===== src/rtl/ysyx_201979054_arb_pkg.sv =====
// Shared types and constants for the memory arbiter.
package ysyx_201979054_arb_pkg;

    // Requester counts and their id widths
    localparam int N_RD  = 3;
    localparam int N_WR  = 2;
    localparam int RD_IW = 2;
    localparam int WR_IW = 1;

    // Read requester indices
    localparam int RD_ICACHE = 0;
    localparam int RD_DCACHE = 1;
    localparam int RD_NC     = 2;

    // Write requester indices
    localparam int WR_DCACHE = 0;
    localparam int WR_NC     = 1;

    typedef enum logic [2:0] {
        IDLE     = 3'd0,
        RD_ISSUE = 3'd1,
        RD_WAIT  = 3'd2,
        WR_ISSUE = 3'd3,
        WR_WAIT  = 3'd4
    } arb_state_t;

endpackage


===== src/rtl/ysyx_201979054_rr_picker.sv =====
// Combinational round-robin picker: the search starts one past ptr and
// wraps; the first set request bit wins. With ptr = N-1 this degenerates
// to a plain lowest-index priority picker.
module ysyx_201979054_rr_picker #(
    parameter int N  = 3,
    parameter int IW = (N > 1) ? $clog2(N) : 1
) (
    input  logic [N-1:0]  req,
    input  logic [IW-1:0] ptr,
    output logic [IW-1:0] gnt_idx,
    output logic          gnt_vld
);

    // Scan from farthest to nearest so the nearest hit overwrites the rest
    always_comb begin
        gnt_idx = '0;
        gnt_vld = 1'b0;
        for (int k = N; k >= 1; k--) begin
            int idx;
            idx = (int'(ptr) + k) % N;
            if (req[IW'(idx)]) begin
                gnt_idx = IW'(idx);
                gnt_vld = 1'b1;
            end
        end
    end

endmodule


===== src/rtl/ysyx_201979054_mem_arbiter.sv =====
// Arbitrates the single-outstanding AXI master between the cache refill,
// writeback and non-cacheable requesters. Writes have fixed priority over
// reads so a dirty writeback always reaches memory before the refill that
// displaced it; reads share the bus round-robin.
module ysyx_201979054_mem_arbiter
    import ysyx_201979054_arb_pkg::*;
#(
    parameter int N_RD_P = N_RD,
    parameter int N_WR_P = N_WR
) (
    input  logic              clk,
    input  logic              arst,
    input  logic [N_RD_P-1:0] i_rd_req,
    input  logic [N_WR_P-1:0] i_wr_req,
    input  logic              i_read_last_axi,
    input  logic              i_b_resp_axi,
    output logic              o_start_read_axi,
    output logic              o_start_write_axi,
    output logic [RD_IW-1:0]  o_rd_id,
    output logic [WR_IW-1:0]  o_wr_id,
    output logic [N_RD_P-1:0] o_rd_done,
    output logic [N_WR_P-1:0] o_wr_done,
    output logic              o_busy,
    output logic              o_err
);

    arb_state_t        state, state_n;
    logic [N_RD_P-1:0] rd_pend, rd_cand, rd_clr;
    logic [N_WR_P-1:0] wr_pend, wr_cand, wr_clr;
    logic [RD_IW-1:0]  rr_ptr;
    logic [RD_IW-1:0]  rd_idx;
    logic [WR_IW-1:0]  wr_idx;
    logic              rd_vld, wr_vld;
    logic              rd_take, wr_take;
    logic              err_set;

    // A pulse arriving this cycle competes alongside already-latched ones
    assign rd_cand = rd_pend | i_rd_req;
    assign wr_cand = wr_pend | i_wr_req;

    ysyx_201979054_rr_picker #(.N(N_RD_P), .IW(RD_IW)) u_rd_pick (
        .req     (rd_cand),
        .ptr     (rr_ptr),
        .gnt_idx (rd_idx),
        .gnt_vld (rd_vld)
    );

    // Fixed pointer at the top index makes the search start at 0
    ysyx_201979054_rr_picker #(.N(N_WR_P), .IW(WR_IW)) u_wr_pick (
        .req     (wr_cand),
        .ptr     (WR_IW'(N_WR_P - 1)),
        .gnt_idx (wr_idx),
        .gnt_vld (wr_vld)
    );

    assign o_busy = (state != IDLE);

    // Next state, grants, issue pulses, completion routing and error detect
    always_comb begin
        state_n           = state;
        rd_take           = 1'b0;
        wr_take           = 1'b0;
        rd_clr            = '0;
        wr_clr            = '0;
        err_set           = 1'b0;
        o_start_read_axi  = 1'b0;
        o_start_write_axi = 1'b0;
        o_rd_done         = '0;
        o_wr_done         = '0;
        case (state)
            IDLE: begin
                err_set = i_read_last_axi | i_b_resp_axi;
                if (wr_vld) begin
                    wr_take = 1'b1;
                    wr_clr  = N_WR_P'(1) << wr_idx;
                    state_n = WR_ISSUE;
                end else if (rd_vld) begin
                    rd_take = 1'b1;
                    rd_clr  = N_RD_P'(1) << rd_idx;
                    state_n = RD_ISSUE;
                end
            end
            RD_ISSUE: begin
                o_start_read_axi = 1'b1;
                err_set          = i_read_last_axi | i_b_resp_axi;
                state_n          = RD_WAIT;
            end
            RD_WAIT: begin
                err_set = i_b_resp_axi;
                if (i_read_last_axi) begin
                    o_rd_done = N_RD_P'(1) << o_rd_id;
                    state_n   = IDLE;
                end
            end
            WR_ISSUE: begin
                o_start_write_axi = 1'b1;
                err_set           = i_read_last_axi | i_b_resp_axi;
                state_n           = WR_WAIT;
            end
            WR_WAIT: begin
                err_set = i_read_last_axi;
                if (i_b_resp_axi) begin
                    o_wr_done = N_WR_P'(1) << o_wr_id;
                    state_n   = IDLE;
                end
            end
            default: state_n = IDLE;
        endcase
    end

    // State register, pending latches, owner ids, RR pointer, sticky error
    always_ff @(posedge clk or negedge arst) begin
        if (!arst) begin
            state   <= IDLE;
            rd_pend <= '0;
            wr_pend <= '0;
            o_rd_id <= '0;
            o_wr_id <= '0;
            rr_ptr  <= '0;
            o_err   <= 1'b0;
        end else begin
            state   <= state_n;
            rd_pend <= rd_cand & ~rd_clr;
            wr_pend <= wr_cand & ~wr_clr;
            if (rd_take) begin
                o_rd_id <= rd_idx;
                rr_ptr  <= rd_idx;
            end
            if (wr_take)
                o_wr_id <= wr_idx;
            if (err_set)
                o_err <= 1'b1;
        end
    end

endmodule


===== config.mk =====
export PLATFORM = sky130hd
export DESIGN_NAME = ysyx_201979054_mem_arbiter
export DESIGN_NICKNAME = d
export VERILOG_FILES = /design/src/rtl/ysyx_201979054_arb_pkg.sv /design/src/rtl/ysyx_201979054_rr_picker.sv /design/src/rtl/ysyx_201979054_mem_arbiter.sv
export SDC_FILE = /design/constraint.sdc
export NUM_CORES = 1
export LEC_CHECK = 0
export CAP_MARGIN = 20
export CORE_AREA = 10 10 47 49
export CTS_CLUSTER_DIAMETER = 60
export CTS_CLUSTER_SIZE = 28
export DETAILED_ROUTE_END_ITERATION = 8
export DIE_AREA = 0 0 57 59
export HOLD_SLACK_MARGIN = 0.1
export MAX_ROUTING_LAYER = met4
export PLACE_DENSITY = 0.51
export SLEW_MARGIN = 5
export SYNTH_ARGS = -nofsm -noshare
export SYNTH_HDL_FRONTEND = slang
export SYNTH_SLANG_ARGS = --single-unit

===== constraint.sdc =====
create_clock -name clk -period 1.3 [get_ports clk]
set_input_delay 0.13 -clock clk [delete_from_list [all_inputs] [get_ports clk]]
set_output_delay 0.13 -clock clk [all_outputs]
set_load 0.1 [all_outputs]

==> flow_summary.ini, run 1 <==
[run_status]
status = complete, but fails checks
violations = negative setup slack

[critical_path]
reg2regPathDepth = 4
critPathMaxFanout = 6
crit_type = flop to primary output
cp.arrival_ns = 1.22
required_ns = 1.17
cp-end-kind = primary output
cp-start-kind = flop

[run]
max_cap_violations = 0

[worst_hold_path]
hold_path_class = flop to flop
holdPathStages = 1

[sta]
fmax_ghz = 0.739
final_max_slew_viol_count = 0
setup-tns-final_ns = -0.0810
setup_viol_count_final = 3
period_share_pct = 104
rsz0062_at_grt = yes
skew_ns = 0.00105
setup_ws_ns = -0.0529
hold_violations = 0
period_minus_slack_ns = 1.35

[route]
routed_wl_um = 672
dr.pass1.iters = 2
drtIter0Drc = 7
wl_per_cell_um = 11.8
drtAntennaViolNets = 0
viasPerCell = 3.98
routed-via-count = 227
drc_errors = 0

[clock_tree]
path_clk_slew_ns = 0.04
cts_made_buffers = 3
htreeDepth = 1
clock_sinks = 4
insertion_delay_ns = 0.23
clock_path_buffers = 2
cts_tree = yes
cts_root_buffer = clkbuf_4

[synthesis]
avgSynthCellArea_um2 = 9.72
synthesis.area_um2 = 253
syn_inst = 26
ys_ff_latch = 4
ys_types = 14
seq_area_frac_synth_pct = 39.6
synth-warning-count = 0

[die]
dieArea_mm2 = 0.00336
die_y_um = 59
dieWidth_um = 57
pin_count = 21
core_mm2 = 0.00140
num_rows = 14
initial_core_util_pct = 18.0

[cells_and_area]
area.growth.synth_to_final_pct = 92.6
utilization_pct = 34.7
nFillCells = 149
final_cell_area_um2 = 487
nets = 52
diodes = 0
layout-drive-gt1-share_pct = 56.1

[placed_design]
place_ws_ns = 0.0743
io_buffers = 9
dp_hpwl_um = 505
gp_congestion = 0.639
place_area_um2 = 402

[grt]
grt_pass1_vias = 252
grt_max_degree = 8
antenna_found_initial = 0
grt_util_all_layers_pct = 4.44
grt_overflow = 0
grt_pass1_wl_um = 1100
routing by layer:
| layer | track usage [%] | wire [um] | vias up |
|---|---|---|---|
| met5 | - | 0 | - |
| met4 | 5.03 | 0 | 0 |
| met3 | 1.50 | 30 | 0 |
| met2 | 6.51 | 333 | 10 |
| met1 | 4.27 | 309 | 109 |
| li1 | - | - | 108 |
registers in the layout, summed over array words and instances, names as in the netlist:
register and flops:
o_err 1, state 3
final cells by class:
class / instances / area (um^2) / area share, %
multi-input cells: 17 / 139 / 28.5
flip-flops and latches: 4 / 104 / 21.3
clock buffers: 3 / 22.5 / 4.63
inverters: 3 / 11.3 / 2.31
well taps: 16 / 20.0 / 4.11
repair buffers: 14 / 190 / 39.1
cell usage after synthesis:
master / count / area share, %
and4bb_2: 1 / 4.9
a221o_1: 1 / 4.0
a31o_2: 1 / 3.5
buf_4: 7 / 21
and3b_2: 1 / 4.0
o21a_1: 1 / 3.0
nor3_1: 1 / 2.0
nor2_1: 2 / 3.0
conb_1: 1 / 1.5
inv_1: 3 / 4.5
nor3b_1: 1 / 3.0
mux2i_1: 1 / 4.0
dfrtp_1: 4 / 40
and3_1: 1 / 2.5
kinds of logic (layout without fill, tap and decap cells):
kind of cell           count (synthesis)  in the layout  share of synthesized area, %
AOI/OAI and AO/OA                      3              3                          10.4
muxes                                  1              1                          3.96
DFF                                    4              4                          39.6
other                                  1              6                          1.48
buffers and inverters                 10             20                          25.2
and+or+nand+nor                        7              7                          19.3
worst paths after layout:
kind | startpoint | to | slack [ns]
min reg2reg | state[2]$_DFFE_PN0P_ | state[0]$_DFFE_PN0P_ | 0.54
max | state[0]$_DFFE_PN0P_ | o_rd_done[0] | -0.05
max in group asynchronous | arst | state[1]$_DFFE_PN0P_ | 0.49
min in group asynchronous | arst | state[2]$_DFFE_PN0P_ | 0.64
max reg2reg | state[2]$_DFFE_PN0P_ | o_err$_DFFE_PN0P_ | 0.12
min | state[2]$_DFFE_PN0P_ | state[0]$_DFFE_PN0P_ | 0.54
stage by stage:
| stage | hold slack (ns) | instances |
|---|---|---|
| after global placement | 0.345 | 49 |
| after global routing | 0.569 | 57 |
| after floorplan | -0.166 | 31 |
| final | 0.543 | 57 |
| after CTS | 0.521 | 57 |
| after detailed placement | 0.340 | 49 |
what timing repair did:
action                     CTS  global route
setup buffers                4             0
hold endpoints to repair     4             0
hold buffers                 1             0
pin swaps                    1             1
gates resized for setup      5             2
setup endpoints to repair    4             5
layout by cell type, fill, tap and decap left out, types with 3 or more instances in the layout:
master           n
clkbuf_4         3
buf_12           6
inv_1            3
buf_4            4
conb_1           6
dfrtp_2          3
clkdlybuf4s50_1  3
critical path, stage by stage (launching register included):
cell	delay, ns
dfrtp_2	0.45
and4bb_2	0.35
buf_12	0.18
Power of run 1 is not shown: default switching activity piles up to over one toggle a cycle in this logic, so the estimate is an artifact.
==> inputs of run 2 (changes only) <==
--- a/config.mk
+++ b/config.mk
@@ -7,13 +7,11 @@
 export LEC_CHECK = 0
 export CAP_MARGIN = 20
 export CORE_AREA = 10 10 47 49
-export CTS_CLUSTER_DIAMETER = 60
 export CTS_CLUSTER_SIZE = 28
 export DETAILED_ROUTE_END_ITERATION = 8
 export DIE_AREA = 0 0 57 59
 export HOLD_SLACK_MARGIN = 0.1
 export MAX_ROUTING_LAYER = met4
-export PLACE_DENSITY = 0.51
 export SLEW_MARGIN = 5
 export SYNTH_ARGS = -nofsm -noshare
 export SYNTH_HDL_FRONTEND = slang
==> flow_summary.ini, run 2 (synthesized netlist as in run 1, its figures left out) <==
[sta]
setup_viol_count_final = 3
fmax_ghz = 0.747
hold_violations = 0
setup_ws_ns = -0.0380
period_minus_slack_ns = 1.34
period_share_pct = 103
skew_ns = 0.000721
setup-tns-final_ns = -0.0630
rsz0062_at_grt = yes
final_max_slew_viol_count = 0

[critical_path]
cp.arrival_ns = 1.21
cp-end-kind = primary output
r2r_end = o_err$_DFFE_PN0P_
r2r-start = state[2]$_DFFE_PN0P_
cpLargestDelayFamily = flip-flops
cpPeakStageDelay_ns = 0.45
crit_type = flop to primary output
cpMaxStageDelayCell = dfrtp_2
endpoint = o_rd_done[0]
rrSetupSlack_ns = 0.22
critPathMaxFanout = 8
crit_start = state[2]$_DFFE_PN0P_
crit_chain = and4bb_2 > buf_12
required_ns = 1.17
reg2regPathDepth = 3
cp_num_cells = 2
crit_buf_inv = 1
cp-start-kind = flop

[placed_design]
gp_congestion = 0.607
place_area_um2 = 402
dp_cells = 49
io_buffers = 9
dp_hpwl_um = 465

[die]
pin_count = 21
dieArea_mm2 = 0.00336
num_rows = 14
die_y_um = 59
core_mm2 = 0.00140
dieWidth_um = 57
initial_core_util_pct = 18.0

[clock_tree]
insertion_delay_ns = 0.23
path_clk_slew_ns = 0.04
cts_made_buffers = 3
cts_root_buffer = clkbuf_4
cts_tree = yes
htreeDepth = 1
clock_sinks = 4
clock_path_buffers = 2

[cells_and_area]
diodes = 0
largest_reg_flops = 3
nets = 49
area.growth.synth_to_final_pct = 80.7
mostFrequentLayoutCells = conb_1 (6), buf_12 (6)
final_cell_area_um2 = 457
top_register = state
reg.largest.list = state: 3 flops, o_err: 1 flops
layout-drive-gt1-share_pct = 52.6
fin_cells = 54

[grt]
grt_max_degree = 9
grt_util_all_layers_pct = 3.42
antenna_found_initial = 0
grt_overflow = 0
grt_pass1_wl_um = 848
grt_pass1_vias = 206

[route]
drtAntennaViolNets = 0
routed-via-count = 193
dr.pass1.iters = 2
routed_wl_um = 585
drc_errors = 0
wl_per_cell_um = 10.8
drtIter0Drc = 1
viasPerCell = 3.57

[run_status]
status = complete, but fails checks
violations = negative setup slack

[worst_hold_path]
hold_path_class = flop to flop

[run]
max_cap_violations = 0
## run 2: cell types whose count changed in the layout (fill, tap and decap cells not counted), sizes merged
cell / delta
buf: -3
## run 2: area by class of cell
class                   instances  area (um^2)
clock buffers                   3         22.5
fillers                       151          945
inverters                       3         11.3
multi-input cells              17          131
flip-flops and latches          4          104
well taps                      16         20.0
repair buffers                 11          168
## run 2: how the worst min path moves through the flow
stage | startpoint | to | slack [ns] | depth (start not counted)
2_1_floorplan | arst | o_err$_DFFE_PN0P_ | -0.17 | 0
3_3_place_gp | arst | o_err$_DFFE_PN0P_ | 0.34 | 1
3_5_place_dp | arst | state[2]$_DFFE_PN0P_ | 0.34 | 1
4_1_cts | state[0]$_DFFE_PN0P_ | state[0]$_DFFE_PN0P_ | 0.54 | 1
5_1_grt | state[0]$_DFFE_PN0P_ | state[0]$_DFFE_PN0P_ | 0.56 | 1
6_report | state[0]$_DFFE_PN0P_ | state[0]$_DFFE_PN0P_ | 0.54 | 1
## run 2: metal layers
layer	track usage (%)	vias to the layer above	wire length [um]
met3	1.93	0	48
met4	4.03	0	0
met2	4.19	10	267
li1	-	101	-
met5	-	-	0
met1	3.45	82	269
## run 2: repair_timing
item	CTS	global route
pin swaps	1	1
gates resized for setup	5	1
setup buffers	1	0
hold buffers	1	0
gates cloned	0	0
setup endpoints to repair	4	4
endpoints found under the hold margin	4	0
## run 2: through the flow
| stage | hold WS, ns | worst slack, ns | util, % |
|---|---|---|---|
| 4_1_cts | 0.542 | -0.0554 | 32.3 |
| 6_report | 0.539 | -0.0380 | 32.6 |
| 5_1_grt | 0.559 | -0.0896 | 32.6 |
| 3_5_place_dp | 0.343 | 0.0971 | 28.7 |
| 3_3_place_gp | 0.340 | 0.0922 | 28.7 |
| 2_1_floorplan | -0.166 | -0.153 | - |
Power of run 2 is left out for the same reason.
